[src/rtl/prog_loader_pkg.sv]
// Shared types for the boot-time program loader.
// State encodings are one-hot; LOAD_MASK marks the states that belong to a frame in flight.
package prog_loader_pkg;

    localparam logic [7:0] SYNC_DEF = 8'hA5;

    localparam int I_IDLE    = 0;
    localparam int I_ADDR_LO = 1;
    localparam int I_ADDR_HI = 2;
    localparam int I_LEN_LO  = 3;
    localparam int I_LEN_HI  = 4;
    localparam int I_DATA    = 5;
    localparam int I_CSUM    = 6;
    localparam int I_RUN     = 7;
    localparam int I_ERROR   = 8;

    typedef enum logic [8:0] {
        ST_IDLE    = 9'b0_0000_0001,
        ST_ADDR_LO = 9'b0_0000_0010,
        ST_ADDR_HI = 9'b0_0000_0100,
        ST_LEN_LO  = 9'b0_0000_1000,
        ST_LEN_HI  = 9'b0_0001_0000,
        ST_DATA    = 9'b0_0010_0000,
        ST_CSUM    = 9'b0_0100_0000,
        ST_RUN     = 9'b0_1000_0000,
        ST_ERROR   = 9'b1_0000_0000
    } state_e;

    localparam logic [8:0] LOAD_MASK = 9'b0_0111_1110;

endpackage

[src/rtl/byte_timer.sv]
// Idle-cycle counter between frame bytes.
// expire pulses on the last allowed idle cycle; TIMEOUT of zero disables it.
module byte_timer #(
    parameter logic [15:0] TIMEOUT = 16'd50000
) (
    input  logic CLK,
    input  logic R,
    input  logic clr,
    input  logic en,
    output logic expire
);

    localparam logic [15:0] LAST = TIMEOUT - 16'd1;

    logic [15:0] cnt;

    // A transfer in the expiring cycle wins over the timeout.
    assign expire = (TIMEOUT != 16'd0) && en && !clr && (cnt == LAST);

    always_ff @(posedge CLK or negedge R) begin
        if (!R) begin
            cnt <= '0;
        end else if (clr || !en) begin
            cnt <= '0;
        end else begin
            cnt <= cnt + 16'd1;
        end
    end

endmodule

[src/rtl/prog_loader.sv]
// Boot loader: writes a framed byte stream into memory, checks the sum,
// then releases the cpu and hands it the memory port.
module prog_loader
    import prog_loader_pkg::*;
#(
    parameter logic [7:0]  SYNC_BYTE = SYNC_DEF,
    parameter bit          RELOAD_EN = 1'b1,
    parameter logic [15:0] TIMEOUT   = 16'd50000
) (
    input  logic        CLK,
    input  logic        R,
    input  logic [7:0]  rx_data,
    input  logic        rx_valid,
    output logic        rx_ready,
    input  logic [15:0] cpu_addr,
    input  logic [7:0]  cpu_data,
    input  logic        cpu_we,
    output logic [15:0] mem_addr,
    output logic [7:0]  mem_data,
    output logic        mem_we,
    output logic        cpu_rst,
    output logic        load_done,
    output logic        load_err
);

    state_e      state;
    logic [15:0] ptr;
    logic [15:0] len;
    logic [7:0]  sum;
    logic [7:0]  sum_nxt;
    logic        xfer;
    logic        is_sync;
    logic        loading;
    logic        expire;

    assign rx_ready = !(state == ST_RUN && !RELOAD_EN);
    assign xfer     = rx_valid && rx_ready;
    assign is_sync  = (rx_data == SYNC_BYTE);
    assign loading  = |(state & LOAD_MASK);
    assign sum_nxt  = sum + rx_data;

    byte_timer #(
        .TIMEOUT (TIMEOUT)
    ) u_timer (
        .CLK    (CLK),
        .R      (R),
        .clr    (xfer),
        .en     (loading),
        .expire (expire)
    );

    // The cpu owns the port only in RUN, and only once its reset has dropped.
    always_comb begin
        mem_addr = ptr;
        mem_data = rx_data;
        mem_we   = xfer && (state == ST_DATA);
        if (state == ST_RUN) begin
            mem_addr = cpu_addr;
            mem_data = cpu_data;
            mem_we   = cpu_we && !cpu_rst;
        end
    end

    always_ff @(posedge CLK or negedge R) begin
        if (!R) begin
            state     <= ST_IDLE;
            ptr       <= '0;
            len       <= '0;
            sum       <= '0;
            cpu_rst   <= 1'b1;
            load_done <= 1'b0;
            load_err  <= 1'b0;
        end else begin
            if (state == ST_RUN) begin
                cpu_rst <= 1'b0;
            end
            if (loading && xfer) begin
                sum <= sum_nxt;
            end
            if (expire) begin
                state    <= ST_ERROR;
                load_err <= 1'b1;
            end else if (xfer) begin
                unique case (1'b1)
                    state[I_IDLE], state[I_RUN], state[I_ERROR]: begin
                        if (is_sync) begin
                            state     <= ST_ADDR_LO;
                            sum       <= '0;
                            cpu_rst   <= 1'b1;
                            load_done <= 1'b0;
                            load_err  <= 1'b0;
                        end
                    end
                    state[I_ADDR_LO]: begin
                        ptr[7:0] <= rx_data;
                        state    <= ST_ADDR_HI;
                    end
                    state[I_ADDR_HI]: begin
                        ptr[15:8] <= rx_data;
                        state     <= ST_LEN_LO;
                    end
                    state[I_LEN_LO]: begin
                        len[7:0] <= rx_data;
                        state    <= ST_LEN_HI;
                    end
                    state[I_LEN_HI]: begin
                        len[15:8] <= rx_data;
                        state     <= ({rx_data, len[7:0]} == 16'd0) ?
                                     ST_CSUM : ST_DATA;
                    end
                    state[I_DATA]: begin
                        ptr <= ptr + 16'd1;
                        len <= len - 16'd1;
                        if (len == 16'd1) begin
                            state <= ST_CSUM;
                        end
                    end
                    state[I_CSUM]: begin
                        if (sum_nxt == 8'd0) begin
                            state     <= ST_RUN;
                            load_done <= 1'b1;
                        end else begin
                            state    <= ST_ERROR;
                            load_err <= 1'b1;
                        end
                    end
                    default: begin
                    end
                endcase
            end
        end
    end

endmodule
[config.mk]
export PLATFORM = sky130hd
export DESIGN_NAME = prog_loader
export DESIGN_NICKNAME = d
export VERILOG_FILES = /design/src/rtl/prog_loader_pkg.sv /design/src/rtl/byte_timer.sv /design/src/rtl/prog_loader.sv
export SDC_FILE = /design/constraint.sdc
export NUM_CORES = 1
export LEC_CHECK = 0
export ABC_AREA = 1
export BUFFER_PORTS_ARGS = -buffer_cell sky130_fd_sc_hd__buf_2
export CAP_MARGIN = 20
export CORE_MARGIN = 3
export CORE_UTILIZATION = 50
export DETAILED_ROUTE_END_ITERATION = 16
export PLACE_DENSITY_LB_ADDON = 0.2
export REMOVE_ABC_BUFFERS = 1
export SETUP_SLACK_MARGIN = 0.02
export SYNTH_ARGS = -nofsm -noshare
export SYNTH_HDL_FRONTEND = slang
export SYNTH_HIERARCHICAL = 1
export SYNTH_SLANG_ARGS = --single-unit
[constraint.sdc]
create_clock -name CLK -period 2.1 [get_ports CLK]
set_input_delay 0.105 -clock CLK [delete_from_list [all_inputs] [get_ports CLK]]
set_output_delay 0.105 -clock CLK [all_outputs]
set_load 0.03 [all_outputs]
==> run summary <==
outcome = finished, final reports clean
Rows = 34
overall power = 5.041 mW
Worst Path Required = 2.34 ns
port bufs = 63
Clock Latency Late Sink = 0.35 ns
final worst slack = 0.1101 ns
initial antenna violation count = 0
share of cells above drive strength 1 = 0.2005
area taken by multi-input logic gates = 0.002630 mm2
core area = 0.008934 mm2
fmax = 0.5025 GHz
Synth area leaders = dfrtp_1 (35%), nand2_1 (14%), nor2_1 (7.5%)
CTS tree = yes
via count = 4788
Syn Std Cell Area = 0.004725 mm2
vias per cell = 5.344
register area share after synthesis = 0.3607
worst-path maximum fanout = 3
Num CTS Buffers = 9
Max Cap Viol = 0
clk root buf = clkbuf_8
worst vdd ir = 0.4698 mV
GRT Overall Usage = 0.2321
GP Congestion = 0.9039
crit path DAT = 2.23 ns
most common cell after layout, fill and taps aside = nand2_1
CP Launch Type = flip-flop
WL/cell = 14.05 um
Fin Setup TNS = 0 ns
Synth cell types = 46
RSZ-0062 raised after global routing = true
largest net degree at the start of global routing = 69
CP delay by family, top = simple AND/OR/NAND/NOR gates
# clock sinks = 68
Post-synth EDFFs = 0
Die H = 103.2 um
commonest non-fill, non-tap cells in the layout = nand2_1 (177), nor2_1 (91), inv_1 (78)
Final Setup Violations = 0
placed insts = 874
leading area contributor after synthesis = dfrtp_1
grt ovf = 0
ys flop type = dfrtp_1
CP endpoint kind = flip-flop
filler cell count = 835
#FFs+latches synth = 68
asr flop ratio synth = 1.000
Clk pin slew, worst setup/hold paths = 0.08 ns
pre-CTS setup slack = 0.08496 ns
# IOs = 65
hold_ws = 0.1100 ns
die area = 0.01065 mm2
area delta synth->final = 17.24%
share of Yosys cell area claimed by the top area cell type = 0.3496
Post-layout nets = 831
total leakage power = 2.817 nW
HPWL after DPL = 9.063 mm
min cycle time layout = 1.990 ns
Ant. Diodes = 0
first-pass GRT wire length = 19.55 mm
synthesized instance count = 699
overall routed net length = 12.59 mm
Seq. cell area = 0.001704 mm2
Final period util = 0.9476
YS warnings = 6
drt first pass iters = 5
Worst Hold Class = in2reg
H-tree levels = 3
skew final = 0.01115 ns
Routed Antenna Nets = 0
CTS Buffer Depth = 2
PD cells = 910.1 mW/mm2
remaining routing DRC violations = 0
critical-path cell list = ha_2 -> inv_1 -> fa_2 -> nand2_1 -> nor2_1 -> nand3_1 -> nor2_2 -> nand2_1 -> nand2_2 -> nand2_1 -> nand2_1 -> nand2_1
cell mode on critical path = nand2_1
Die W = 103.2 um
vias in the first global route = 4321
starting density of the core = 0.5289
non-filler cells, final = 896
Syn Area/Cell = 6.759 um2
delay of the slowest critical-path stage = 0.53 ns
final-report hold violation count = 0
Setup CP Type = reg2reg
max-slew violation count = 0
slowest CP cell = fa_2
crit path buf inv count = 1
DRT iter0 DRCs = 193
-- metal layers --
| metal | routed length [um] | global-route usage | vias up |
|---|---|---|---|
| met1 | 5722 | 0.3097 | 2210 |
| met3 | 697 | 0.04024 | 18 |
| met5 | 0 | 0 | - |
| met2 | 6009 | 0.3907 | 143 |
| met4 | 157 | 0.06275 | 0 |
| li1 | - | - | 2417 |
-- logic make-up (layout without fill, tap and decap cells) --
logic type | Yosys count | after routing | synth area share
compound gates | 107 | 107 | 0.1279
xor+xnor | 10 | 10 | 0.01854
fa+ha+maj | 12 | 12 | 0.03337
buf+inv | 109 | 198 | 0.09189
flops | 68 | 68 | 0.3607
mux | 1 | 1 | 0.002119
other cells | 1 | 1 | 0.0007937
simple gates | 391 | 391 | 0.3647
-- final timing paths --
path / start / end / slack (ns) / cells after the start
max: sum[0] / load_done / 0.11 / 12
min: rx_valid / sum[1] / 0.11 / 3
max reg2reg: sum[0] / load_done / 0.11 / 12
min reg2reg: cpu_rst / cpu_rst / 0.47 / 2
max in group asynchronous: R / cpu_rst / 1.44 / 3
min in group asynchronous: R / len[3] / 0.29 / 3
-- state kept, by name (all words and copies together), names as in the netlist --
signal and count:
len 16, ptr 16, u_timer/cnt 16, state 9, sum 8, cpu_rst 1, load_done 1, load_err 1
-- cell usage after synthesis (all sizes together), types with 5 or more instances --
library cell and instances:
nand4 7, nor2 106, ha 11, a31oi 8, buf 15, o21bai 5
inv 91, dfrtp 66, nand3 67, nor3 13, xnor2 7, nand2 188
o21ai 45, a21oi 36
-- timing repair --
item                                    CTS  global route
hold endpoints to repair                 66             0
setup buffers                             0             4
endpoints found under the setup margin    5            46
gates resized for setup                   1            23
cloned                                    0             1
pin swaps                                 0             3
hold buffers                              1             0
-- area by class of cell --
class / instances / share of cell area
Clock inverter: 2 / 0.001807
Tap cell: 108 / 0.02440
Inverter: 91 / 0.06167
Timing Repair Buffer: 91 / 0.1021
Sequential cell: 68 / 0.3077
Multi-Input combinational cell: 522 / 0.4748
Clock buffer: 14 / 0.02756
-- where the power goes --
part / internal (mW) / leakage (nW) / switching [mW] / total (mW)
clock network: 0.460 / 0.0844 / 0.507 / 0.968
registers: 1.65 / 0.855 / 0.379 / 2.03
logic: 0.744 / 1.88 / 1.30 / 2.04
-- stage by stage --
stage,util,instance area [um2]
global placement,0.5888,5260
global route,0.6200,5539
CTS,0.6085,5436
detailed placement,0.5888,5260
finish,0.6200,5539
floorplan,-,4632
-- worst min-delay path: stages --
cell	delay, ns
buf_2	0.14
nand2_2	0.11
a21oi_1	0.07
Note: power is estimated with default switching activity, not from simulation.
